**src/rtl/fetch_unit_pkg.sv**
```systemverilog
// Shared core definitions for the fetch stage:
// word sizes, default reset PC and the fetch FSM state type.
package fetch_unit_pkg;

  localparam int XLEN = 32;
  localparam int ILEN = 32;

  localparam logic [XLEN-1:0] RESET_PC_DEFAULT = 32'h0000_0000;

  typedef enum logic {
    FS_REQ  = 1'b0,
    FS_WAIT = 1'b1
  } fetch_state_e;

endpackage

```
**src/rtl/fetch_unit_mux.sv**
```systemverilog
// 2-input XLEN-bit mux: y_o = sel_i ? b_i : a_i.
// Ports: sel_i select, a_i/b_i data inputs, y_o result.
module fetch_unit_mux
  import fetch_unit_pkg::*;
(
  input  logic            sel_i,
  input  logic [XLEN-1:0] a_i,
  input  logic [XLEN-1:0] b_i,
  output logic [XLEN-1:0] y_o
);

  assign y_o = sel_i ? b_i : a_i;

endmodule

```
**src/rtl/fetch_unit.sv**
```systemverilog
// Instruction fetch: one outstanding imem request, one-entry output buffer.
// Ports: clk/rst, redirect_*, imem_* request/response, if_* downstream handshake.
module fetch_unit
  import fetch_unit_pkg::*;
#(
  parameter logic [XLEN-1:0] RESET_PC = RESET_PC_DEFAULT
) (
  input  logic            clk,
  input  logic            rst,
  input  logic            redirect_valid,
  input  logic [XLEN-1:0] redirect_pc,
  output logic            imem_req,
  output logic [XLEN-1:0] imem_addr,
  input  logic            imem_gnt,
  input  logic            imem_rvalid,
  input  logic [ILEN-1:0] imem_rdata,
  output logic            if_valid,
  output logic [XLEN-1:0] if_pc,
  output logic [ILEN-1:0] if_instr,
  input  logic            if_ready
);

  localparam logic [XLEN-1:0] ALIGN = ~XLEN'(3);

  fetch_state_e    state_q, state_d;
  logic            drop_q, drop_d;
  logic [XLEN-1:0] pc_q, pc_d;
  logic            vld_q, vld_d;
  logic [XLEN-1:0] ipc_q, ipc_d;
  logic [ILEN-1:0] instr_q, instr_d;
  logic            adv;
  logic [XLEN-1:0] nxt_pc;

  // Request only with an empty buffer; never during reset.
  assign imem_req  = (state_q == FS_REQ) && !vld_q && !rst;
  assign imem_addr = pc_q & ALIGN;

  fetch_unit_mux u_pc_mux (
    .sel_i (redirect_valid),
    .a_i   (pc_q + XLEN'(4)),
    .b_i   (redirect_pc & ALIGN),
    .y_o   (nxt_pc)
  );

  always_comb begin
    state_d = state_q;
    drop_d  = drop_q;
    vld_d   = vld_q;
    ipc_d   = ipc_q;
    instr_d = instr_q;
    adv     = 1'b0;
    if (vld_q && if_ready) vld_d = 1'b0;
    unique case (state_q)
      FS_REQ: begin
        if (imem_req && imem_gnt) begin
          state_d = FS_WAIT;
          // Redirect with grant: old-pc response is stale.
          drop_d  = redirect_valid;
        end
      end
      FS_WAIT: begin
        if (imem_rvalid) begin
          state_d = FS_REQ;
          drop_d  = 1'b0;
          if (!drop_q && !redirect_valid) begin
            adv     = 1'b1;
            vld_d   = 1'b1;
            ipc_d   = pc_q;
            instr_d = imem_rdata;
          end
        end else if (redirect_valid) begin
          drop_d = 1'b1;
        end
      end
      default: ;
    endcase
    // Flush wins over a same-cycle consume.
    if (redirect_valid) vld_d = 1'b0;
    pc_d = (redirect_valid || adv) ? nxt_pc : pc_q;
  end

  always_ff @(posedge clk) begin
    if (rst) begin
      state_q <= FS_REQ;
      drop_q  <= 1'b0;
      pc_q    <= RESET_PC;
      vld_q   <= 1'b0;
      ipc_q   <= '0;
      instr_q <= '0;
    end else begin
      state_q <= state_d;
      drop_q  <= drop_d;
      pc_q    <= pc_d;
      vld_q   <= vld_d;
      ipc_q   <= ipc_d;
      instr_q <= instr_d;
    end
  end

  assign if_valid = vld_q;
  assign if_pc    = ipc_q;
  assign if_instr = instr_q;

endmodule

```
**config.mk**
```make
export PLATFORM = sky130hd
export DESIGN_NAME = fetch_unit
export DESIGN_NICKNAME = d
export VERILOG_FILES = /design/src/rtl/fetch_unit_pkg.sv /design/src/rtl/fetch_unit_mux.sv /design/src/rtl/fetch_unit.sv
export SDC_FILE = /design/constraint.sdc
export NUM_CORES = 1
export LEC_CHECK = 0
export BUFFER_PORTS_ARGS = -buffer_cell sky130_fd_sc_hd__buf_2
export CAP_MARGIN = 20
export CORE_ASPECT_RATIO = 1.5
export CORE_UTILIZATION = 30
export DETAILED_ROUTE_END_ITERATION = 8
export GPL_ROUTABILITY_DRIVEN = 0
export PLACE_DENSITY = 0.55
export SLEW_MARGIN = 20
export SYNTH_ARGS = -nofsm -noshare
export SYNTH_HDL_FRONTEND = slang
export SYNTH_HIERARCHICAL = 1
export SYNTH_SLANG_ARGS = --single-unit
```
**constraint.sdc**
```tcl
create_clock -name clk -period 2.09 [get_ports clk]
set_input_delay 0.418 -clock clk [delete_from_list [all_inputs] [get_ports clk]]
set_output_delay 0.418 -clock clk [all_outputs]
set_load 0.005 [all_outputs]
```
==> flow_metrics.tcl, run 1 <==
set metrics [dict create \
    grt_first_pass_wirelength_um 20700 \
    critical_path.max_fanout 8 \
    ys_seq_area_frac 0.413 \
    synthToLayoutAreaGrowth_pct 25.9 \
    multi_input_area_um2 2370 \
    arrival_ns 2.20 \
    clk_path_buf_depth 2 \
    timing_max_transition_violations_final 0 \
    numCtsBuffers 9 \
    gr-usage-all-layers 0.160 \
    cts_htree_levels 3 \
    power_frac_comb 0.127 \
    reg2reg_path_depth 9 \
    layout_min_cycle_time_ns 1.99 \
    regToRegSetupSlack_ns 0.10 \
    dpl.hpwl_um 9070 \
    switching_power_summed_over_all_nets_uw 1050 \
    fmax_mhz 503 \
    synth.top_cell.area_share 0.413 \
    p_seq_frac 0.492 \
    initial_util 0.307 \
    num_io_pins 168 \
    design.die.area_um2 16500 \
    hold_path_depth 3 \
    synthFlopType "sky130_fd_sc_hd__dfxtp_1" \
    routed_wirelength_um 13300 \
    die_h_um 157 \
    criticalPathCategory "reg2reg" \
    buffer_ports.inserted 163 \
    postSynth.asyncResetShare 0 \
    result_of_the_run "completed" \
    num-nets-final 804 \
    overall_via_count_from_detail_route 4302 \
    p_sw_frac 0.258 \
    vdd_ir_drop_max_v 0.000427 \
    leading_cell_type_in_the_layout_fill_and_taps_excluded "sky130_fd_sc_hd__nand2_1" \
    grt_max_degree 100 \
    dr.pass1.iters 4 \
    number_of_synthesized_flops_with_an_enable_pin 0 \
    grt_pass1_vias 3911 \
    synth-seq-cells 99 \
    synth.yosys.warnings 6 \
    area.sequential_um2 1980 \
    worst_skew_pair.late_latency_ns 0.34 \
    setup_viol_count_final 0 \
    avgRoutedWirePerCell_um 14.1 \
    mostFrequentLayoutCells "sky130_fd_sc_hd__nand2_1, sky130_fd_sc_hd__buf_2, sky130_fd_sc_hd__a21oi_1" \
    required_ns 2.30 \
    fin_setup_tns_ns 0 \
    cts.clk_slew.worst_paths_ns 0.07 \
    fillerInstances 1662 \
    via_per_inst 4.58 \
    setup.worst_path.start_class "flop" \
    final_core_util 0.387 \
    synth.cell_area_um2 4800 \
    cts.sinks 99 \
    hold-path-endpoint "if_instr[29]" \
    grt.met2_usage 0.280 \
    core-area_um2 15600 \
    n_antenna_cell 0 \
    drive_above_1_share 0.351 \
    use_met3 0.0342 \
    number_of_antenna_violations_at_the_first_check_in_global_routing 0 \
    max_cap_violations 0 \
    cell_count_after_synthesis 592 \
    hp-class "in2reg" \
    power_density_nw_per_um2 670 \
    root_buffer "sky130_fd_sc_hd__clkbuf_16" \
    finClkSkew_ns 0.00797 \
    placementRows 56 \
    ys_types 32 \
    postSynthAreaPerCell_um2 8.10 \
    met1_usage_grt 0.194 \
    grt_most_used_layer "met2" \
    power_frac_clock 0.382 \
    reg2reg_from "pc_q[3]" \
    clock_tree_from_tritoncts "yes" \
    finalHoldViolations 0 \
    ant_nets 0 \
    ctsHoldBuffers 0 \
    finalPower_uw 4050 \
    synth_top_area_cell "sky130_fd_sc_hd__dfxtp_1" \
    reg2reg_to "pc_q[28]" \
    static-leakage-power_uw 0.00268 \
    remaining_drc_errors 0 \
    timing.hold.worst.start "imem_rdata[29]" \
    cp-end-kind "flop" \
    synth_top_cells_by_area "sky130_fd_sc_hd__dfxtp_1, sky130_fd_sc_hd__nand2_1, sky130_fd_sc_hd__a21oi_1, sky130_fd_sc_hd__mux2_4, sky130_fd_sc_hd__buf_4" \
    internal_power_uw 3000 \
    fp.dieW_um 105 \
    detailedRoute.firstIterationViolations 179 \
    min_period_over_period 0.951 \
    gr-total-overflow 0 \
]
-- per-stage QoR --
step                      hold slack [ns]  instance area [µm²]  setup slack [ns]  std cells
after floorplan                     0.445                 4810             0.205        595
after global placement              0.439                 5740             0.120        923
after detailed placement            0.445                 5740             0.125        923
after CTS                           0.287                 6010            0.0988        938
after global routing                0.292                 6040          -0.00387        940
final                               0.303                 6040             0.102        940
-- critical path, cell delays in order, from the launching register on --
cell and delay [ns]:
sky130_fd_sc_hd__dfxtp_2 0.35, sky130_fd_sc_hd__ha_4 0.14, sky130_fd_sc_hd__nand4_1 0.17, sky130_fd_sc_hd__nor4_4 0.39, sky130_fd_sc_hd__buf_12 0.17, sky130_fd_sc_hd__nand4_1 0.11, sky130_fd_sc_hd__xnor2_1 0.16, sky130_fd_sc_hd__mux2_4 0.26
sky130_fd_sc_hd__nand2_1 0.06, sky130_fd_sc_hd__a21oi_1 0.05
-- how the worst max path moves through the flow --
stage / start / end / slack (ns) / depth (start not counted)
4_1_cts: pc_q[2] / pc_q[28] / 0.1 / 9
6_report: pc_q[3] / pc_q[28] / 0.10 / 9
5_1_grt: pc_q[3] / pc_q[30] / -0.004 / 9
3_5_place_dp: pc_q[2] / pc_q[28] / 0.13 / 9
3_3_place_gp: pc_q[2] / pc_q[28] / 0.12 / 9
2_1_floorplan: pc_q[2] / pc_q[24] / 0.20 / 8
-- per-layer routing --
layer / part of all wire / vias up
li1: - / 2183
met1: 0.44 / 1997
met2: 0.50 / 108
met3: 0.045 / 14
met4: 0.016 / 0
met5: 0 / -
-- area by class of cell --
cell class              instances  share of cell area
inverters                       3             0.00186
multi-input cells             419               0.392
clock buffers                   9              0.0373
flip-flops and latches         99               0.329
well taps                     203              0.0421
clock inverters                 6             0.00704
repair buffers                201               0.191
-- power groups by stage --
stage          combinational, µW  clock [µW]  sequential [µW]
3_3_place_gp                 517           0             2030
2_1_floorplan                334           0             2040
6_report                     514        1540             1990
4_1_cts                      520        1610             1990
3_5_place_dp                 519           0             2030
5_1_grt                      567        1680             2000
-- state kept, by name, summed over array words and instances (netlist names) --
name and cells:
drop_q 1, if_instr 32, state_q 1, if_pc 32
pc_q 32, if_valid 1
-- Yosys cell counts, drive strengths merged, types with 2 or more instances --
cell type	n
and3	5
a21oi	100
buf	48
dfxtp	99
nand2	199
nor2	8
nor4	3
mux2	32
inv	3
xnor2	21
or2	2
nand4	16
nand3	11
and4	2
xor2	7
nor3	3
clkbuf	26
-- cell families (layout without fill, tap and decap cells) --
logic type                 Yosys count  count (layout)  synth area share
and+or+nand+nor                    252             252             0.227
AOI/OAI and AO/OA                  102             102             0.107
DFF                                 99              99             0.413
buffers and inverters               77             219             0.100
muxes                               32              32            0.0986
xor gates and xnor gates            28              28            0.0511
adders and majority gates            1               1           0.00261
other                                1               4          0.000782
-- repair_timing --
| item | 4_1_cts | 5_1_grt |
|---|---|---|
| buffers inserted | 0 | 2 |
| setup endpoints to repair | 0 | 2 |
| resized for setup | 0 | 5 |
Note: power is estimated with default switching activity, not from simulation.
==> run 2: changes to the inputs <==
Settings changed: CORE_ASPECT_RATIO 1.5 to 0.5, HOLD_SLACK_MARGIN set to 0.02, REMOVE_ABC_BUFFERS set to 1.
==> run 2 against run 1 <==
  * Non-clock buffer count shrank 6
  * Worst setup slack better by 0.069 ns
  * Final cell count fell by 0.43%
  * Cell area hardly changed
  * Flip-flop and latch count unchanged
  * Critical path depth is the same
  * Worst hold slack better by 0.0067 ns
  * Largest cell class unchanged
  * Critical endpoint unchanged
  * Critical path type unchanged
  * First-iteration DRC count shrank 20%
  * Clock power is 21% higher
  * Die area up 0.12%
==> flow_metrics.tcl, run 2 (same netlist as run 1, synthesis figures left out) <==
set metrics [dict create \
    result_of_the_run "completed" \
    internal_power_uw 3310 \
    required_ns 2.30 \
    die_h_um 91.4 \
    critical_path.max_fanout 8 \
    numPlacedInstances 920 \
    leading_cell_type_in_the_layout_fill_and_taps_excluded "sky130_fd_sc_hd__nand2_1" \
    static-leakage-power_uw 0.00268 \
    routed_wirelength_um 12800 \
    design.die.area_um2 16500 \
    critical-path-max-stage-delay_ns 0.34 \
    core-area_um2 15500 \
    gr-total-overflow 0 \
    cts_htree_levels 3 \
    num_io_pins 168 \
    placementRows 32 \
    numCtsBuffers 9 \
    final_core_util 0.390 \
    layout_min_cycle_time_ns 1.92 \
    p_sw_frac 0.239 \
    grt_first_pass_wirelength_um 21200 \
    num-nets-final 798 \
    timing_max_transition_violations_final 0 \
    arrival_ns 2.13 \
    remaining_drc_errors 0 \
    path_common_cell "sky130_fd_sc_hd__nand4_1" \
    preCtsSetupSlack_ns 0.181 \
    number_of_antenna_violations_at_the_first_check_in_global_routing 0 \
    setup_viol_count_final 0 \
    mostFrequentLayoutCells "sky130_fd_sc_hd__nand2_1, sky130_fd_sc_hd__buf_2, sky130_fd_sc_hd__a21oi_1" \
    overall_via_count_from_detail_route 4249 \
    finalHoldViolations 0 \
    post_route_standard_cell_area_excluding_fillers_um2 6040 \
    switching_power_summed_over_all_nets_uw 1040 \
    cts.clk_slew.worst_paths_ns 0.07 \
    cts.sinks 99 \
    grt_max_degree 81 \
    initial_util 0.310 \
    worst_path_max_delay_cell "sky130_fd_sc_hd__dfxtp_1" \
    layout.cells.non_filler 936 \
    fp.dieW_um 181 \
    grt_pass1_vias 4135 \
    worst_skew_pair.late_latency_ns 0.34 \
    gr-usage-all-layers 0.158 \
    power_density_nw_per_um2 721 \
    n_antenna_cell 0 \
    worstPathCellList "ha_1, nand4_1, nor4_4, buf_6, nand4_1, xnor2_1, mux2_4, nand2_1, a21oi_1" \
    power_frac_comb 0.115 \
    via_per_inst 4.54 \
    synthToLayoutAreaGrowth_pct 25.9 \
    vdd_ir_drop_max_v 0.000401 \
    fmax_mhz 521 \
    buffer_ports.inserted 163 \
    finClkSkew_ns 0.0104 \
    criticalPathCategory "reg2reg" \
    p_seq_frac 0.457 \
    power_frac_clock 0.428 \
    max_cap_violations 0 \
    setup.worst_path.start_class "flop" \
    detailedRoute.firstIterationViolations 144 \
    ant_nets 0 \
    dr.pass1.iters 6 \
    clock_tree_from_tritoncts "yes" \
    ctsHoldBuffers 0 \
    drive_above_1_share 0.342 \
    root_buffer "sky130_fd_sc_hd__clkbuf_16" \
    clk_path_buf_depth 2 \
    dpl.hpwl_um 8810 \
    avgRoutedWirePerCell_um 13.7 \
    rsz0062_at_grt "no" \
    timing.final.ws_setup_ns 0.171 \
    detailed_place.area_um2 5700 \
    min_period_over_period 0.918 \
    cp-end-kind "flop" \
    hp-class "in2reg" \
]
-- run 2: changes by cell type in the layout (fill, tap and decap cells not counted), moves of 2 or more --
cell,change
sky130_fd_sc_hd__dfxtp_2,-2
sky130_fd_sc_hd__clkbuf_8,+2
sky130_fd_sc_hd__dfxtp_1,+2
sky130_fd_sc_hd__clkinv_2,-2
sky130_fd_sc_hd__buf_4,-6
sky130_fd_sc_hd__bufinv_16,+2
-- run 2: metrics by stage --
step / hold slack (ns) / power (µW) / setup TNS, ns
6_report: 0.310 / 4360 / 0
3_3_place_gp: 0.439 / 2530 / 0
4_1_cts: 0.297 / 4430 / 0
5_1_grt: 0.304 / 4560 / 0
3_5_place_dp: 0.444 / 2540 / 0
2_1_floorplan: 0.439 / 2260 / -23.65
-- run 2: worst paths after layout --
| path | startpoint | endpoint | slack, ns | cells after the start |
|---|---|---|---|---|
| max | pc_q[2] | pc_q[28] | 0.17 | 9 |
| min | imem_rdata[19] | if_instr[19] | 0.31 | 3 |
| max reg2reg | pc_q[2] | pc_q[28] | 0.17 | 9 |
| min reg2reg | if_pc[30] | if_pc[30] | 0.45 | 2 |
-- run 2: cell type report --
type,count,area (µm²)
clock inverter,5,83.8
fill,1641,9460
clock buffer,11,253
tap,204,255
inverter,3,11.3
multi-input combinational,419,2350
sequential,99,1980
timing repair buffer,195,1100
-- run 2: per-layer routing --
layer	global-route usage	wire [µm]
met1	0.200	6050
met4	0.0399	112
met5	0	0
met3	0.0265	290
met2	0.279	6350
-- run 2: repair_timing --
action                     CTS  global route
setup buffers                0             0
setup endpoints to repair    0             2
gates resized for setup      0             1
-- run 2: critical path, delay by kind of cell (launching register included) --
family | cells | cell delay [ns]
flops | 1 | 0.34
xor+xnor | 1 | 0.15
mux | 1 | 0.27
buf+inv | 1 | 0.18
fa+ha+maj | 1 | 0.23
simple gates | 4 | 0.56
compound gates | 1 | 0.06
-- run 2: power by group through the flow --
stage	combinational (µW)	clock, µW	sequential [µW]
after global routing	552	2010	2000
after global placement	498	0	2030
final	500	1860	1990
after detailed placement	505	0	2040
after CTS	506	1930	1990
after floorplan	209	0	2050
==> run 3: changes to the inputs <==
Settings changed: REMOVE_ABC_BUFFERS 1 to not set.
==> run 3 against run 2 <==
  * Register-to-register slack is essentially flat
  * Utilization shrank 0.089 points
  * Flip-flop and latch count is the same
  * Largest cell class unchanged
  * Non-clock buffer count shrank 1
  * Global-route usage shrank 0.17 points
  * Clock power shrank 5%
  * Critical path depth is the same
  * Clock skew shrank 0.00072 ns
  * Cell area shrank 0.23%
  * Worst setup slack lost 0.0014 ns
  * Sequential share of layout area grew 0.075 points
  * Critical endpoint is now pc_q[24]
==> flow_metrics.tcl, run 3 (same netlist as run 1, synthesis figures left out) <==
set metrics [dict create \
    remaining_drc_errors 0 \
    n_antenna_cell 0 \
    die_h_um 91.4 \
    finalHoldViolations 0 \
    gr-usage-all-layers 0.156 \
    max_cap_violations 0 \
    criticalPathCategory "reg2reg" \
    arrival_ns 2.14 \
    detailedRoute.firstIterationViolations 207 \
    cts.sinks 99 \
    power_density_nw_per_um2 706 \
    dr.pass1.iters 6 \
    rsz0062_at_grt "no" \
    overall_via_count_from_detail_route 4272 \
    timing.final.ws_setup_ns 0.170 \
    layout_min_cycle_time_ns 1.92 \
    grt_max_degree 100 \
    core-area_um2 15500 \
    setup_viol_count_final 0 \
    avgRoutedWirePerCell_um 13.8 \
    num-nets-final 797 \
    number_of_antenna_violations_at_the_first_check_in_global_routing 0 \
    ant_nets 0 \
    gr-total-overflow 0 \
    fin_setup_tns_ns 0 \
    mostFrequentLayoutCells "sky130_fd_sc_hd__nand2_1, sky130_fd_sc_hd__buf_2, sky130_fd_sc_hd__a21oi_1" \
    critical_path.max_fanout 8 \
    setup.worst_path.start_class "flop" \
    finClkSkew_ns 0.00965 \
    leading_cell_type_in_the_layout_fill_and_taps_excluded "sky130_fd_sc_hd__nand2_1" \
    design.die.area_um2 16500 \
    drive_above_1_share 0.341 \
    min_period_over_period 0.919 \
    via_per_inst 4.57 \
    static-leakage-power_uw 0.00266 \
    fmax_mhz 521 \
    postCtsResizedCells 0 \
    area.sequential_um2 1980 \
    worst_skew_pair.late_latency_ns 0.35 \
    post_cts_buffers 0 \
    cp-end-kind "flop" \
    routed_wirelength_um 12900 \
    fillerInstances 1589 \
    clk_path_buf_depth 2 \
    initial_util 0.310 \
    multi_input_area_um2 2350 \
    dpl.hpwl_um 8630 \
    timing_max_transition_violations_final 0 \
    vdd_ir_drop_max_v 0.000355 \
    root_buffer "sky130_fd_sc_hd__clkbuf_16" \
    cts.clk_slew.worst_paths_ns 0.08 \
    num_io_pins 168 \
    placementRows 32 \
    required_ns 2.31 \
    synthToLayoutAreaGrowth_pct 25.6 \
    ctsHoldBuffers 0 \
    grt_pass1_vias 3892 \
    hp-class "in2reg" \
    fp.dieW_um 181 \
    buffer_ports.inserted 163 \
    grt_first_pass_wirelength_um 20400 \
    result_of_the_run "completed" \
    clock_tree_from_tritoncts "yes" \
    numCtsBuffers 9 \
    cts_htree_levels 3 \
    preCtsSetupSlack_ns 0.170 \
]
run 3: layer usage:
metal / part of all wire / track usage
met2: 0.47 / 0.261
met4: 0.0088 / 0.0356
met3: 0.040 / 0.0413
met1: 0.48 / 0.201
met5: 0 / 0
run 3: power by group:
part | total [µW] | internal, µW | switching, µW
registers | 1990 | 1940 | 49.8
logic | 503 | 254 | 249
clock network | 1760 | 951 | 808
run 3: critical path, stage by stage (launching register included):
cell	delay, ns
sky130_fd_sc_hd__dfxtp_1	0.34
sky130_fd_sc_hd__ha_1	0.21
sky130_fd_sc_hd__nand4_1	0.19
sky130_fd_sc_hd__nor4_4	0.17
sky130_fd_sc_hd__buf_4	0.22
sky130_fd_sc_hd__nand4_1	0.13
sky130_fd_sc_hd__xnor2_1	0.15
sky130_fd_sc_hd__mux2_4	0.27
sky130_fd_sc_hd__nand2_1	0.06
sky130_fd_sc_hd__a21oi_1	0.06
run 3: path summary, 6_finish.rpt:
path	start	end	slack, ns	depth (start not counted)
worst min register to register	if_instr[13]	if_instr[13]	0.45	2
worst max-delay path	pc_q[3]	pc_q[24]	0.17	9
worst min-delay path	imem_rdata[28]	if_instr[28]	0.30	3
worst max register to register	pc_q[3]	pc_q[24]	0.17	9
run 3: cell type report:
class,count,share of cell area
clock buffers,9,0.0374
clock inverters,7,0.0139
inverters,3,0.00187
multi-input cells,419,0.391
flip-flops and latches,99,0.329
well taps,204,0.0424
repair buffers,194,0.185
run 3: stage by stage:
step                      utilization  cells  total power [µW]  hold slack [ns]  instance area, µm²
after floorplan                     -    595              2370            0.445                4810
after global placement          0.369    919              2540            0.439                5720
after detailed placement        0.369    919              2540            0.443                5720
after CTS                       0.389    935              4330            0.280                6020
after global routing            0.389    935              4470            0.285                6020
final                           0.389    935              4250            0.297                6020
